==> config.mk <==
export PLATFORM = sky130hd
export DESIGN_NAME = inst_fetch
export DESIGN_NICKNAME = d
export VERILOG_FILES = /design/src/rtl/cpu_pkg.sv /design/src/rtl/inst_fetch.sv
export SDC_FILE = /design/constraint.sdc
export NUM_CORES = 1
export LEC_CHECK = 0
export CORE_ASPECT_RATIO = 0.75
export CORE_MARGIN = 4
export CORE_UTILIZATION = 35
export CTS_CLUSTER_SIZE = 10
export DETAILED_ROUTE_END_ITERATION = 7
export SKIP_CTS_REPAIR_TIMING = 1
export SLEW_MARGIN = 20
export SYNTH_ARGS = -nofsm -noshare
export SYNTH_HDL_FRONTEND = slang
export SYNTH_SLANG_ARGS = --single-unit
==> constraint.sdc <==
create_clock -name clk -period 5.4 [get_ports clk]
set_clock_uncertainty 0.1 [all_clocks]
set_input_delay 0.81 -clock clk [delete_from_list [all_inputs] [get_ports clk]]
set_output_delay 0.81 -clock clk [all_outputs]
set_load 0.005 [all_outputs]
==> src/rtl/cpu_pkg.sv <==
// Shared CPU definitions: instruction field widths, opcode map and fetch state.
// Used by the fetch stage, the instruction ROMs and the decoder.
package cpu_pkg;

    localparam int PC_W   = 16;
    localparam int INST_W = 9;
    localparam int OP_W   = 5;
    localparam int ARG_W  = 4;

    localparam logic [OP_W-1:0] OP_ADD   = 5'b00000;
    localparam logic [OP_W-1:0] OP_SUB   = 5'b00001;
    localparam logic [OP_W-1:0] OP_AND   = 5'b00010;
    localparam logic [OP_W-1:0] OP_OR    = 5'b00011;
    localparam logic [OP_W-1:0] OP_XOR   = 5'b00100;
    localparam logic [OP_W-1:0] OP_SHL   = 5'b00101;
    localparam logic [OP_W-1:0] OP_SETI  = 5'b00110;
    localparam logic [OP_W-1:0] OP_LOAD  = 5'b00111;
    localparam logic [OP_W-1:0] OP_STORE = 5'b01000;
    localparam logic [OP_W-1:0] OP_JUMP  = 5'b01001;
    localparam logic [OP_W-1:0] OP_BEQ   = 5'b01010;
    localparam logic [OP_W-1:0] OP_BNE   = 5'b01011;
    localparam logic [OP_W-1:0] OP_HALT  = 5'b11010;
    localparam logic [OP_W-1:0] OP_TBD   = 5'b11011;

    typedef enum logic {
        RUN    = 1'b0,
        HALTED = 1'b1
    } fetch_state_e;

endpackage

==> src/rtl/inst_fetch.sv <==
// Instruction fetch stage: owns the PC, samples the ROM word into the IF/ID
// register, and handles stall, redirect-with-squash and halt detection.
module inst_fetch #(
    parameter int                PC_W     = 16,
    parameter int                INST_W   = 9,
    parameter logic [PC_W-1:0]   RESET_PC = PC_W'(1)
) (
    input  logic              clk,
    input  logic              rst,
    output logic [PC_W-1:0]   pc,
    input  logic [INST_W-1:0] instruction,
    input  logic              stall,
    input  logic              redirect_valid,
    input  logic [PC_W-1:0]   redirect_pc,
    output logic [INST_W-1:0] if_inst,
    output logic [PC_W-1:0]   if_pc,
    output logic              if_valid,
    output logic              halted,
    output logic [15:0]       fetch_cnt
);
    import cpu_pkg::OP_W;
    import cpu_pkg::OP_HALT;
    import cpu_pkg::fetch_state_e;
    import cpu_pkg::RUN;
    import cpu_pkg::HALTED;

    fetch_state_e state;
    logic         is_halt;

    function automatic logic [15:0] sat_inc(input logic [15:0] v);
        return (v == 16'hFFFF) ? v : v + 16'd1;
    endfunction

    assign is_halt = (instruction[INST_W-1 -: OP_W] == OP_HALT);

    // IF/ID register boundary: redirect beats stall, HALTED ignores stall
    always_ff @(posedge clk) begin
        if (rst) begin
            state     <= RUN;
            pc        <= RESET_PC;
            if_inst   <= '0;
            if_pc     <= '0;
            if_valid  <= 1'b0;
            halted    <= 1'b0;
            fetch_cnt <= '0;
        end else if (redirect_valid) begin
            pc       <= redirect_pc;
            if_valid <= 1'b0;
            state    <= RUN;
            halted   <= 1'b0;
        end else if (state == HALTED) begin
            if_valid <= 1'b0;
        end else if (!stall) begin
            if_inst   <= instruction;
            if_pc     <= pc;
            if_valid  <= 1'b1;
            fetch_cnt <= sat_inc(fetch_cnt);
            if (is_halt) begin
                state  <= HALTED;
                halted <= 1'b1;
            end else begin
                pc <= pc + PC_W'(1);
            end
        end
    end

endmodule

After elaboration in Yosys (flattened, before gate mapping)

Index checks and enable logic that the tools add are counted.

Bits in registers: 60
Input bits: 29
Output and inout port bits: 59
Word-level logic and storage cells: 31

$add $sub $neg: 2
Eq/ne operators: 5
Muxes and demuxes: 7
Bitwise gates (word level): 4
Reductions and logical operators: 6

Operators with widths:

| kind                                           | count |
|---|---|
| 2-to-1 mux 16 bit                              | 4 |
| adder 16 x 1 -> 16 bit (second input constant) | 2 |
| equality test 16 bit (second input constant)   | 1 |
| AND reduction 3 bit                            | 3 |
| equality test 5 bit (second input constant)    | 1 |
| != test 2 bit (second input constant)          | 2 |
| NOT 1 bit                                      | 4 |
| AND reduction 4 bit                            | 1 |
| 2-to-1 mux 1 bit                               | 3 |
| OR reduction 3 bit                             | 1 |
| != test 2 x 1 -> 1 bit (second input constant) | 1 |
| OR reduction 2 bit                             | 1 |

Logic depth before layout (Yosys ltp)

Word-level depth: 5
Depth in mapped cells: 7
Mapped depth without buffers: 6

Worst setup path after synthesis

Ideal clock, no wire load.

Path kind: input to register
Start: input redirect_valid
End: register fetch_cnt[10]
Arrival time: 2.202 ns
Data required time: 5.175 ns
Path slack: 2.973 ns
Stages on the path: 7
Cells stage by stage: buf_6 or3_1 buf_2 or3_4 nor3_1 xnor2_1 nor2_2

Word-level cells in the longest chain between the ends: 2

Ends and longest elaborated chain:

| what                                 | line             | source |
|---|---|---|
| start, declared                      | inst_fetch.sv:13 | `input logic redirect_valid,` |
| NOT 1 bit (no source line)           | n/a              |  |
| AND reduction 4 bit (no source line) | n/a              |  |
| end signal, assigned                 | inst_fetch.sv:57 | `fetch_cnt <= sat_inc(fetch_cnt);` |
| end, declared                        | inst_fetch.sv:19 | `output logic [15:0] fetch_cnt` |

No other way between the ends.
A chain may end at the register's enable or synchronous reset.

Worst setup path after layout

Ends and elaborated chain as after synthesis.

==> impl_metrics.toml <==
[placed_design]
gp_congestion = 0.767
post-place-ws_ps = 1970
dpl.hpwl_um = 5120
portBuffers = 87

[layout]
diodes = 0
nFillCells = 738
layout-drive-gt1-share_pct = 5.58
fin_nets = 439
syn_to_final_growth_pct = 41.4

[status]
status = "completed"

[synth]
synth_fp_nets = 356
syn-cell-area_sq_mm = 0.00265
synth_edf_count = 0
ys_async_sr_fraction_pct = 0
synth_top_flop_cell = "dfxtp_1"
synthCells = 325
synthMuxAreaShare_pct = 1.94
synth-adder-area-share_pct = 0.944
synth_top_cell_by_area = "dfxtp_1"
syn_avg_cell_area_sq_um = 8.15
synth_warnings = 0
ys_ff_latch = 60
synth_top_family_by_area = "simple AND/OR/NAND/NOR gates"
synth_compound_area_share_pct = 15.0
synth_xor_area_share_pct = 5.62
yosys.area_share.simple_pct = 27.1
synthTopCellsByArea = "dfxtp_1, nand2_1, a21oi_1"
netlist.area_leader.share_pct = 45.3
yosysSeqAreaShare_pct = 45.3
synth.distinct_cells = 37

[sta]
hold_ws_ps = 353
rsz0062_at_grt = "no"
totalNegativeSetupSlack_ps = 0
setup_viol = 0
setup_ws_ps = 2340
fmax_mhz = 326
worst_pin_slew_ps = 664
min_period_ps = 3060
finalCritPeriodShare_pct = 56.8
maxSlewHeadroom_pct = 55.3
finalHoldViolations = 0
finalMaxSlewViolations = 0

[critical_path]
cp_data_arrival_time_ps = 3170
cp-start-kind = "input port"
cpPeakStageDelay_ps = 720
reg2reg_slack_ps = 3140
worstPathCellList = "clkdlybuf4s50_1, or3_1, or3_4, nor3_1, xnor2_1, nor2_2"
cp_top_family = "simple AND/OR/NAND/NOR gates"
crit_slowest_cell = "clkdlybuf4s50_1"
critPathBufInv = 1
cp_max_fo = 15
crit_type = "input port to flip-flop"
critPathCaptureType = "flip-flop"
cp.required_ps = 5500

[worst_hold_path]
worstHoldPathType = "flip-flop to flip-flop"

[cts]
cts.htree.levels = 3
cts.sinks = 60
clkTransAtPathRegs_ps = 60
cts_max_path_buffers = 2
clock_tree.root_cell = "clkbuf_8"
cts_made_buffers = 9
cts_tree = "done"
clk_latency_ps = 330

[pwr]
ir_worst_vdd_mv = 0.129
leakage_nw = 1.28
power_density_mw_per_mm2 = 245

[drt]
firstDrtPassIters = 4
dr_wl_met3_um = 682
wl_met1_um = 3540
vias = 2600
routed_via_density = 5.07
drc = 0
routedWlPerCell_um = 14.5
wirelength_um = 7440
highest_layer = "met4"
drt_iter0_drc = 109
dr_wl_met2_um = 3170
detail-route-antenna-nets = 0

[global_route]
grt_use_total_pct = 16.8
grt_pass1_wl_um = 12200
grt_max_degree = 62
grt.overflow.total = 0
grt_pass1_vias = 2457
antenna_found_initial = 0

[floorplan]
std_cell_rows = 27
dieHeight_um = 83.4
coreArea_sq_mm = 0.00736
start_util_pct = 36.0
die_width_um = 108
die_area_sq_mm = 0.00904
design.portCount = 88

[run]
drv_cap = 0
[per-stage QoR]
step	instance area, sq um	std cells	total power, mW	utilization, %
6_report	3750	513	0.919	50.9
5_1_grt	3750	513	0.963	50.9
4_1_cts	3740	513	0.930	50.8
3_5_place_dp	3590	498	0.601	48.8
3_3_place_gp	3590	498	0.600	48.8
2_1_floorplan	2650	325	0.533	-
[cell families after synthesis]
family,after synthesis
compound gates,67
buf+inv,26
fa+ha+maj,2
mux,5
xor+xnor,17
simple gates,148
flops,60
[layout by cell type, fill, tap and decap left out, drive strengths merged, types with 2 or more instances in the layout]
cell type      instances
clkdlybuf4s50         86
dfxtp                 60
nand2                 58
a21oi                 38
nor2                  30
nor3                  19
xnor2                 15
clkbuf                12
o21ai                  9
nand3                  8
inv                    8
nand4                  7
a211oi                 6
or3                    6
and3                   5
a311oi                 5
and4                   5
nor4                   5
o211ai                 4
mux2i                  4
buf                    4
nor2b                  3
clkinv                 3
xor2                   2
o21a                   2
ha                     2
[registers in the layout (all words and copies together) (netlist names)]
| register | cells |
|---|---|
| pc | 16 |
| if_pc | 16 |
| halted | 1 |
| if_inst | 9 |
| fetch_cnt | 16 |
| if_valid | 1 |
| state | 1 |
[cell usage after synthesis, types with 3 or more instances]
cell,count
dfxtp_1,60
nand2_1,58
a21oi_1,38
nor2_1,29
nor3_1,17
xnor2_1,15
clkbuf_1,14
o21ai_0,9
nand3_1,8
inv_1,7
nand4_1,7
a211oi_1,6
a311oi_1,5
and3_1,5
and4_1,5
or3_1,5
mux2i_1,4
nor4_1,4
o211ai_1,4
nor2b_1,3
[power by group]
part           internal, mW  switching [mW]  leakage [nW]  total (mW)
Sequential            0.459          0.0180         0.490       0.477
Combinational        0.0635          0.0505         0.709       0.114
Clock                 0.162           0.166        0.0800       0.328
Total                 0.685           0.235          1.28       0.919
[routing by layer]
layer	global-route usage, %	vias to the layer above
met1	22.9	1205
met5	0	-
met3	8.00	8
met2	24.3	86
li1	-	1301
met4	3.33	0
[final timing paths]
check	start	endpoint	cells after the start
max reg2reg	fetch_cnt[0]	fetch_cnt[11]	6
min	if_pc[12]	if_pc[12]	2
max	redirect_valid	fetch_cnt[10]	6
min reg2reg	if_pc[12]	if_pc[12]	2
[worst reg2reg max path: stages (launching register included)]
cell	delay, ps
dfxtp_1	410
ha_1	220
nand3_1	210
nor4_4	520
nor2_1	180
and4_1	250
mux2_2	260
[cell type report]
| class | count | area (sq um) | share of cell area, % |
|---|---|---|---|
| clock buffer | 12 | 135 | 3.61 |
| clock inverter | 3 | 15.0 | 0.401 |
| inverter | 8 | 30.0 | 0.802 |
| multi-input combinational | 239 | 1350 | 36.0 |
| sequential | 60 | 1200 | 32.1 |
| tap | 101 | 126 | 3.37 |
| timing repair buffer | 90 | 891 | 23.8 |
Power figures use the tool's default switching activity.
